File: src/rtl/hdmi_pkg.sv
// Shared constants for the 640x480@60 HDMI period scheduler: default
// timing, HDMI period (mode) encoding and FSM state encoding.
package hdmi_pkg;

  // 640x480@60 default timing
  localparam int unsigned DEF_H_ACTIVE = 640;
  localparam int unsigned DEF_H_FP     = 16;
  localparam int unsigned DEF_H_SYNC   = 96;
  localparam int unsigned DEF_H_BP     = 48;
  localparam int unsigned DEF_V_ACTIVE = 480;
  localparam int unsigned DEF_V_FP     = 10;
  localparam int unsigned DEF_V_SYNC   = 2;
  localparam int unsigned DEF_V_BP     = 33;
  localparam logic        DEF_SYNC_POL = 1'b0;
  localparam int unsigned DEF_PRE_LEN  = 8;
  localparam int unsigned DEF_GB_LEN   = 2;

  // HDMI period type presented on the mode output
  localparam logic [1:0] MODE_CTRL     = 2'd0;
  localparam logic [1:0] MODE_PREAMBLE = 2'd1;
  localparam logic [1:0] MODE_GUARD    = 2'd2;
  localparam logic [1:0] MODE_VIDEO    = 2'd3;

  // Frame sequencing states; DRAIN finishes the current frame then idles
  typedef enum logic [1:0] {
    ST_IDLE  = 2'd0,
    ST_RUN   = 2'd1,
    ST_DRAIN = 2'd2
  } state_e;

endpackage

File: src/rtl/hdmi_timing_cnt.sv
// Horizontal/vertical pixel counters. The owner chooses per pixel enable
// whether to clear, advance or hold; the next (x, y) is exported so the
// owner can register outputs that match the counters with no lag.
module hdmi_timing_cnt #(
  parameter int unsigned H_TOTAL = 800,
  parameter int unsigned V_TOTAL = 525
) (
  input  logic       clk_i,
  input  logic       rst_ni,
  input  logic       ce_i,
  input  logic       clr_i,
  input  logic       adv_i,
  output logic [9:0] x_nxt_o,
  output logic [9:0] y_nxt_o,
  output logic       wrap_frame_o
);

  localparam logic [9:0] H_LAST = 10'(H_TOTAL - 1);
  localparam logic [9:0] V_LAST = 10'(V_TOTAL - 1);

  logic [9:0] x_q, x_d;
  logic [9:0] y_q, y_d;

  // Next position: clear has priority, then advance with line/frame wrap
  always_comb begin
    x_d = x_q;
    y_d = y_q;
    if (clr_i) begin
      x_d = '0;
      y_d = '0;
    end else if (adv_i) begin
      if (x_q == H_LAST) begin
        x_d = '0;
        y_d = (y_q == V_LAST) ? '0 : y_q + 10'd1;
      end else begin
        x_d = x_q + 10'd1;
      end
    end
  end

  // Counter registers, moving only on the pixel enable
  always_ff @(posedge clk_i) begin
    if (!rst_ni) begin
      x_q <= '0;
      y_q <= '0;
    end else if (ce_i) begin
      x_q <= x_d;
      y_q <= y_d;
    end
  end

  assign x_nxt_o      = x_d;
  assign y_nxt_o      = y_d;
  assign wrap_frame_o = (x_q == H_LAST) && (y_q == V_LAST);

endmodule

File: src/rtl/hdmi_period_sched.sv
// HDMI period scheduler: frame start/stop FSM plus per-pixel decode of
// period type, CTL/sync bits and active-pixel coordinates. All outputs are
// registered from the next counter value, so they describe the pixel that
// the counters hold.
//
// Handshake: enable is a level request. A pixel enable with enable=1 in
// IDLE starts a frame (busy rises, frame_start pulses). Dropping enable
// never cuts a frame short: the frame runs to its last pixel and busy
// falls on the pixel enable that would have wrapped. Raising enable again
// before that point continues seamlessly into the next frame.
module hdmi_period_sched
  import hdmi_pkg::*;
#(
  parameter int unsigned H_ACTIVE = DEF_H_ACTIVE,
  parameter int unsigned H_FP     = DEF_H_FP,
  parameter int unsigned H_SYNC   = DEF_H_SYNC,
  parameter int unsigned H_BP     = DEF_H_BP,
  parameter int unsigned V_ACTIVE = DEF_V_ACTIVE,
  parameter int unsigned V_FP     = DEF_V_FP,
  parameter int unsigned V_SYNC   = DEF_V_SYNC,
  parameter int unsigned V_BP     = DEF_V_BP,
  parameter logic        SYNC_POL = DEF_SYNC_POL,
  parameter int unsigned PRE_LEN  = DEF_PRE_LEN,
  parameter int unsigned GB_LEN   = DEF_GB_LEN
) (
  input  logic       clk_in,
  input  logic       rst_in,
  input  logic       pix_ce,
  input  logic       enable,
  output logic       busy,
  output logic       frame_start,
  output logic [1:0] mode,
  output logic [5:0] ctl,
  output logic [9:0] pix_x,
  output logic [9:0] pix_y
);

  localparam int unsigned H_TOTAL = H_ACTIVE + H_FP + H_SYNC + H_BP;
  localparam int unsigned V_TOTAL = V_ACTIVE + V_FP + V_SYNC + V_BP;

  localparam logic [9:0] HA        = 10'(H_ACTIVE);
  localparam logic [9:0] VA        = 10'(V_ACTIVE);
  localparam logic [9:0] V_LAST    = 10'(V_TOTAL - 1);
  localparam logic [9:0] HS_START  = 10'(H_ACTIVE + H_FP);
  localparam logic [9:0] HS_END    = 10'(H_ACTIVE + H_FP + H_SYNC);
  localparam logic [9:0] VS_START  = 10'(V_ACTIVE + V_FP);
  localparam logic [9:0] VS_END    = 10'(V_ACTIVE + V_FP + V_SYNC);
  localparam logic [9:0] GB_START  = 10'(H_TOTAL - GB_LEN);
  localparam logic [9:0] PRE_START = 10'(H_TOTAL - GB_LEN - PRE_LEN);
  localparam logic [5:0] CTL_IDLE  = {4'b0000, ~SYNC_POL, ~SYNC_POL};

  state_e     state_q, state_d;
  logic       cnt_clr, cnt_adv, fs_d;
  logic       wrap_frame;
  logic [9:0] x_nxt, y_nxt;

  logic       busy_q, fs_q;
  logic [1:0] mode_q, mode_d;
  logic [5:0] ctl_q, ctl_d;
  logic [9:0] px_q, px_d, py_q, py_d;
  logic [9:0] ny;
  logic       nla, vid, hs_act, vs_act;

  hdmi_timing_cnt #(
    .H_TOTAL (H_TOTAL),
    .V_TOTAL (V_TOTAL)
  ) u_cnt (
    .clk_i        (clk_in),
    .rst_ni       (rst_in),
    .ce_i         (pix_ce),
    .clr_i        (cnt_clr),
    .adv_i        (cnt_adv),
    .x_nxt_o      (x_nxt),
    .y_nxt_o      (y_nxt),
    .wrap_frame_o (wrap_frame)
  );

  // Next state and counter control; only takes effect on a pixel enable
  always_comb begin
    state_d = state_q;
    cnt_clr = 1'b0;
    cnt_adv = 1'b0;
    fs_d    = 1'b0;
    case (state_q)
      ST_IDLE: begin
        if (enable) begin
          state_d = ST_RUN;
          cnt_clr = 1'b1;
          fs_d    = 1'b1;
        end
      end
      ST_RUN, ST_DRAIN: begin
        if (wrap_frame && !enable) begin
          state_d = ST_IDLE;
          cnt_clr = 1'b1;
        end else begin
          cnt_adv = 1'b1;
          fs_d    = wrap_frame;
          state_d = enable ? ST_RUN : ST_DRAIN;
        end
      end
      default: begin
        state_d = ST_IDLE;
        cnt_clr = 1'b1;
      end
    endcase
  end

  // Decode of the pixel the counters are about to hold
  always_comb begin
    ny     = (y_nxt == V_LAST) ? 10'd0 : y_nxt + 10'd1;
    nla    = (ny < VA);
    vid    = (x_nxt < HA) && (y_nxt < VA);
    hs_act = (x_nxt >= HS_START) && (x_nxt < HS_END);
    vs_act = (y_nxt >= VS_START) && (y_nxt < VS_END);
    mode_d = MODE_CTRL;
    ctl_d  = CTL_IDLE;
    px_d   = '0;
    py_d   = '0;
    if (state_d != ST_IDLE) begin
      if (vid) begin
        mode_d = MODE_VIDEO;
        px_d   = x_nxt;
        py_d   = y_nxt;
      end else if (nla && (x_nxt >= GB_START)) begin
        mode_d = MODE_GUARD;
      end else if (nla && (x_nxt >= PRE_START)) begin
        mode_d = MODE_PREAMBLE;
      end
      ctl_d[0] = hs_act ? SYNC_POL : ~SYNC_POL;
      ctl_d[1] = vs_act ? SYNC_POL : ~SYNC_POL;
      if (mode_d == MODE_PREAMBLE) ctl_d[3:2] = 2'b01;
    end
  end

  // State and output registers; frame_start self-clears between enables
  always_ff @(posedge clk_in) begin
    if (!rst_in) begin
      state_q <= ST_IDLE;
      busy_q  <= 1'b0;
      fs_q    <= 1'b0;
      mode_q  <= MODE_CTRL;
      ctl_q   <= CTL_IDLE;
      px_q    <= '0;
      py_q    <= '0;
    end else if (pix_ce) begin
      state_q <= state_d;
      busy_q  <= (state_d != ST_IDLE);
      fs_q    <= fs_d;
      mode_q  <= mode_d;
      ctl_q   <= ctl_d;
      px_q    <= px_d;
      py_q    <= py_d;
    end else begin
      fs_q    <= 1'b0;
    end
  end

  assign busy        = busy_q;
  assign frame_start = fs_q;
  assign mode        = mode_q;
  assign ctl         = ctl_q;
  assign pix_x       = px_q;
  assign pix_y       = py_q;

endmodule

File: config.mk
export PLATFORM = sky130hd
export DESIGN_NAME = hdmi_period_sched
export DESIGN_NICKNAME = d
export VERILOG_FILES = /design/src/rtl/hdmi_pkg.sv /design/src/rtl/hdmi_timing_cnt.sv /design/src/rtl/hdmi_period_sched.sv
export SDC_FILE = /design/constraint.sdc
export NUM_CORES = 1
export LEC_CHECK = 0
export ABC_AREA = 1
export CAP_MARGIN = 5
export CORE_ASPECT_RATIO = 1.75
export CORE_UTILIZATION = 55
export CTS_BUF_LIST = sky130_fd_sc_hd__clkbuf_16
export DETAILED_ROUTE_END_ITERATION = 6
export DONT_BUFFER_PORTS = 1
export PLACE_DENSITY_LB_ADDON = 0.3
export RECOVER_POWER = 100
export SYNTH_ARGS = -nofsm -noshare
export SYNTH_HDL_FRONTEND = slang
export SYNTH_SLANG_ARGS = --single-unit
File: constraint.sdc
create_clock -name clk_in -period 3.35 [get_ports clk_in]
set_clock_uncertainty 0.1 [all_clocks]
set_input_delay 0.5025 -clock clk_in [delete_from_list [all_inputs] [get_ports clk_in]]
set_output_delay 0.5025 -clock clk_in [all_outputs]
set_load 0.02 [all_outputs]
==> out/qor.csv, run 1 <==
metric,value,unit
status,completed,
final hold slack,0.179,ns
CTS tree,built,
Area after DPL,3250,µm²
Synth warnings,0,
crit start category,flop,
crit path kind,reg -> reg,
syn_area_per_cell,6.45,µm²
Max IR drop VDD,0.229,mV
Sink Count,49,
CP arrival,3.08,ns
Placeable Area,5590,µm²
Overflow after GRT,0,
Least-Margin Pin Slew,0.828,ns
Clock transition at path regs,0.07,ns
worst path required time,3.41,ns
crit path max fanout,15,
"Cell Area, Synth",3210,µm²
cts hold-fix bufs,0,
first-pass GRT wire length,13400,µm
pwr dens,467,nW/µm²
max-cap check violation count,0,
Commonest cells post-synth,"nand2_1 (160), inv_1 (58), dfxtp_1 (49)",
"Seq/Total Area, Yosys",30.6,%
crit end category,flop,
GPL Wtd Cong,0.964,
ratio of cells with drive above 1 in the final layout,9.07,%
Core Rows,36,
Routed wire per std cell,14.9,µm
top_reg_cell synth,dfxtp_1,
"Distinct cells, synth",40,
initial antenna violation count,0,
number of global-route vias before repair,2939,
drt drc,0,
Yosys reg bits,49,
Tcrit/Tclk final,90.3,%
placed cell count,564,
post-synth top area share,30.6,%
Worst-Skew Late Latency,0.29,ns
Tot Pwr,1.59,mW
DR vias,3179,
setup ws final,0.326,ns
post-layout min period,3.02,ns
Post-synth EDFFs,0,
final slew viol count,0,
Max Freq,331,MHz
Synth async-reset ratio,0,%
leakage,1.54,nW
Initial Utilization,57.4,%
largest net degree at the start of global routing,25,
hpwl dp,6510,µm
Die X,59.7,µm
Slew HR,44.7,%
"count leader, synth",nand2_1,
CTS H-tree depth,2,
CTS Buf Count,5,
drt first pass iters,4,
post-place setup slack,0.398,ns
Ports,34,
# resized after CTS,0,
ANT cells,0,
GRT Total Usage,28.9,%
Layout Cells excl Fill,572,
worst hold path class,in -> reg,
P&R area growth vs syn,5.97,%
RSZ-0062 raised after global routing,false,
Die ar.,6150,µm²
CTS Buffer Depth,2,
"antenna viol nets, final",0,
dominant cells by area after synthesis,"dfxtp_1 (31%), nand2_1 (19%), nand3_1 (7.3%)",
IO buf count,0,
Fin Setup TNS,0,ns
via/cell ratio,5.56,
"wirelength, routed",8550,µm
Setup Viol. Count Final,0,
final core utilization,60.9,%
CTS root buffer,clkbuf_16,
initial drt markers,186,
Finished Cell Area,3400,µm²
Die Ht,103,µm
final hold vios,0,
post-CTS setup buffers,0,
leading area contributor after synthesis,dfxtp_1,
post-synthesis cell count,497,
Final Net Count,504,
-- cell type report --
class / count / area (µm²)
Sequential cell: 49 / 981
Inverter: 64 / 240
Clock inverter: 3 / 41.3
Clock buffer: 5 / 125
Timing Repair Buffer: 9 / 63.8
Fill cell: 549 / 2190
Multi-Input combinational cell: 366 / 1850
Tap cell: 76 / 95.1
-- worst paths after layout --
path,start,endpoint,slack (ns),cells after the start
worst min-delay path,pix_ce,pix_y[9],0.18,1
worst max-delay path,u_cnt.x_q[1],pix_y[2],0.33,12
worst min register to register,state_q[1],state_q[1],0.43,2
worst max register to register,u_cnt.x_q[1],pix_y[2],0.33,12
-- sequential cells by signal, summed over array words and instances, names as in the netlist --
name and count:
frame_start 1, busy 1, mode 2, u_cnt.y_q 10
state_q 2, pix_x 10, u_cnt.x_q 10, ctl 3
pix_y 10
-- cells by family after synthesis --
| family | after synthesis | share of synthesized area (%) |
|---|---|---|
| AO/OA/AOI/OAI | 60 | 13.2 |
| buffers and inverters | 84 | 11.4 |
| XOR/XNOR | 8 | 2.18 |
| flip-flops | 49 | 30.6 |
| AND/OR/NAND/NOR | 290 | 40.5 |
| other | 1 | 0.117 |
| adder cells (fa/ha/maj) | 5 | 1.95 |
-- worst max-delay path, stage by stage, from the launching register on --
cell and delay, ns:
dfxtp_1 0.35, ha_1 0.25, inv_1 0.09, nor2_2 0.21, nand3_2 0.21, inv_1 0.30
o21ai_0 0.17, o21ai_0 0.30, nand4_1 0.17, nand2_1 0.19, nor2_4 0.06, nand2_2 0.32
o21ai_0 0.16
-- cells in the final DEF (no fill, tap or decap), types with 4 or more instances in the layout --
master,instances
nand2_1,164
inv_1,59
dfxtp_1,49
nand3_1,47
nor2_1,43
o21ai_0,23
o22ai_1,14
nand4_1,8
buf_4,8
xor2_1,7
nand2_2,6
o31ai_1,6
a21oi_1,5
nor3_1,5
ha_1,5
clkbuf_16,5
nor2_2,4
-- layer usage --
layer | vias up | track usage (%) | share of wire, %
met2 | 116 | 51.4 | 52
met3 | 18 | 4.64 | 5.1
met4 | 0 | 12.9 | 2.5
li1 | 1588 | - | -
met5 | - | 0 | 0
met1 | 1457 | 33.0 | 40
-- where the power goes --
group	switching, mW	internal (mW)	leakage (nW)
registers	0.0434	0.611	0.397
logic	0.251	0.107	1.07
clock network	0.225	0.350	0.0775
total	0.520	1.07	1.54
Power figures use the tool's default switching activity.
==> inputs of run 2 (changes only) <==
--- a/config.mk
+++ b/config.mk
@@ -12,8 +12,7 @@
 export CTS_BUF_LIST = sky130_fd_sc_hd__clkbuf_16
 export DETAILED_ROUTE_END_ITERATION = 6
 export DONT_BUFFER_PORTS = 1
-export PLACE_DENSITY_LB_ADDON = 0.3
-export RECOVER_POWER = 100
+export PLACE_DENSITY = 0.7
 export SYNTH_ARGS = -nofsm -noshare
 export SYNTH_HDL_FRONTEND = slang
 export SYNTH_SLANG_ARGS = --single-unit
==> run 2 against run 1 <==
  * Sequential power is essentially flat
  * Clock power shrank 13%
  * Routed wire length shrank 1.1%
  * Critical path type unchanged
  * Critical endpoint is now pix_x[6]
  * Largest power group unchanged
==> out/qor.csv, run 2 (synthesis results as in run 1) <==
metric,value,unit
Ports,34,
Worst-Skew Late Latency,0.29,ns
setup ws final,0.311,ns
worst path required time,3.46,ns
Final Net Count,501,
"antenna viol nets, final",0,
post-place setup slack,0.370,ns
met3 global-route usage,4.39,%
final slew viol count,0,
GPL Wtd Cong,0.944,
most frequent cells in the layout,"nand2_1 (160), inv_1 (59), dfxtp_1 (49), nand3_1 (47), nor2_1 (43)",
ANT cells,0,
P&R area growth vs syn,5.54,%
Clock transition at path regs,0.07,ns
CTS Buf Count,5,
Overflow after GRT,0,
crit start category,flop,
Max Freq,329,MHz
Least-Margin Pin Slew,0.814,ns
worst hold path class,in -> reg,
GRT Total Usage,28.8,%
Setup Viol. Count Final,0,
initial antenna violation count,0,
Tot Pwr,1.51,mW
crit path max fanout,23,
Sink Count,49,
Placeable Area,5590,µm²
global routing met1 resource utilization,32.0,%
Fin Setup TNS,0,ns
Layout Cells excl Fill,569,
post-CTS setup buffers,0,
filler instances,582,
gr busiest metal,met2,
met2 GRT Util,51.4,%
Core Rows,36,
max-cap check violation count,0,
cts hold-fix bufs,0,
Die ar.,6150,µm²
Max IR drop VDD,0.226,mV
Die Ht,103,µm
"wirelength, routed",8460,µm
Die X,59.7,µm
final hold vios,0,
ratio of cells with drive above 1 in the final layout,9.94,%
Tcrit/Tclk final,90.7,%
CTS tree,built,
pwr dens,447,nW/µm²
via/cell ratio,5.44,
placed cell count,561,
Routed wire per std cell,14.9,µm
hpwl dp,6490,µm
initial drt markers,180,
DR vias,3096,
crit end category,flop,
Slew HR,45.7,%
"leading cell type in the layout, fill and taps excluded",nand2_1,
drt first pass iters,4,
Initial Utilization,57.4,%
status,completed,
CP arrival,3.14,ns
drt drc,0,
CTS root buffer,clkbuf_16,
CTS Buffer Depth,2,
crit path kind,reg -> reg,
IO buf count,0,
leakage,1.52,nW
RSZ-0062 raised after global routing,false,
largest net degree at the start of global routing,25,
CTS H-tree depth,2,
number of global-route vias before repair,2881,
# resized after CTS,0,
post-layout min period,3.04,ns
first-pass GRT wire length,13300,µm
==> run 2: cell types whose count changed in the layout (fill, tap and decap cells not counted), sizes merged <==
cell	before	now
buf	8	6
bufinv	1	0
clkbuf	6	5
clkinv	3	2
clkinvlp	1	2
inv	62	63
==> run 2: worst max-delay path, stage by stage, from the launching register on <==
cell and delay (ns):
dfxtp_1 0.48, ha_1 0.29, nand2_1 0.11, nor2_4 0.14, nand2_2 0.08, nand2_4 0.07
nand2_2 0.27, nand2_1 0.16, nand2_1 0.07, nand2_2 0.11, nor2_1 0.09, nor3_2 0.22
nand2_2 0.12, nor2_4 0.12, nand2_2 0.15, buf_12 0.19, o31ai_2 0.17
==> run 2: power by group <==
part | leakage, nW | switching [mW] | internal, mW
Combinational | 1.06 | 0.250 | 0.110
Clock | 0.0672 | 0.226 | 0.274
Sequential | 0.397 | 0.0442 | 0.611
Total | 1.52 | 0.520 | 0.994
==> run 2: final timing paths <==
check	cells past startpoint	start	endpoint	slack, ns
max	16	u_cnt.x_q[0]	pix_x[6]	0.31
min	1	pix_ce	pix_y[9]	0.18
max reg2reg	16	u_cnt.x_q[0]	pix_x[6]	0.31
min reg2reg	2	pix_y[9]	pix_y[9]	0.43
==> run 2: routing by layer <==
| metal | share of wire, % | vias to the layer above |
|---|---|---|
| met3 | 4.8 | 22 |
| met5 | 0 | - |
| li1 | - | 1575 |
| met1 | 40 | 1397 |
| met4 | 3.2 | 0 |
| met2 | 52 | 102 |
==> run 2: cell type report <==
cell class	count	area, µm²	share of cell area (%)
clock buffer	5	125	3.70
clock inverter	3	18.8	0.554
inverter	64	240	7.10
multi-input combinational	366	1870	55.2
sequential	49	981	29.0
tap	76	95.1	2.81
timing repair buffer	6	57.6	1.70
==> run 2: stage by stage <==
step	hold WS (ns)	area [µm²]	util, %
global placement	0.404	3240	58.0
floorplan	0.374	3220	-
detailed placement	0.415	3240	58.0
CTS	0.174	3390	60.6
finish	0.177	3390	60.6
global route	0.170	3390	60.6
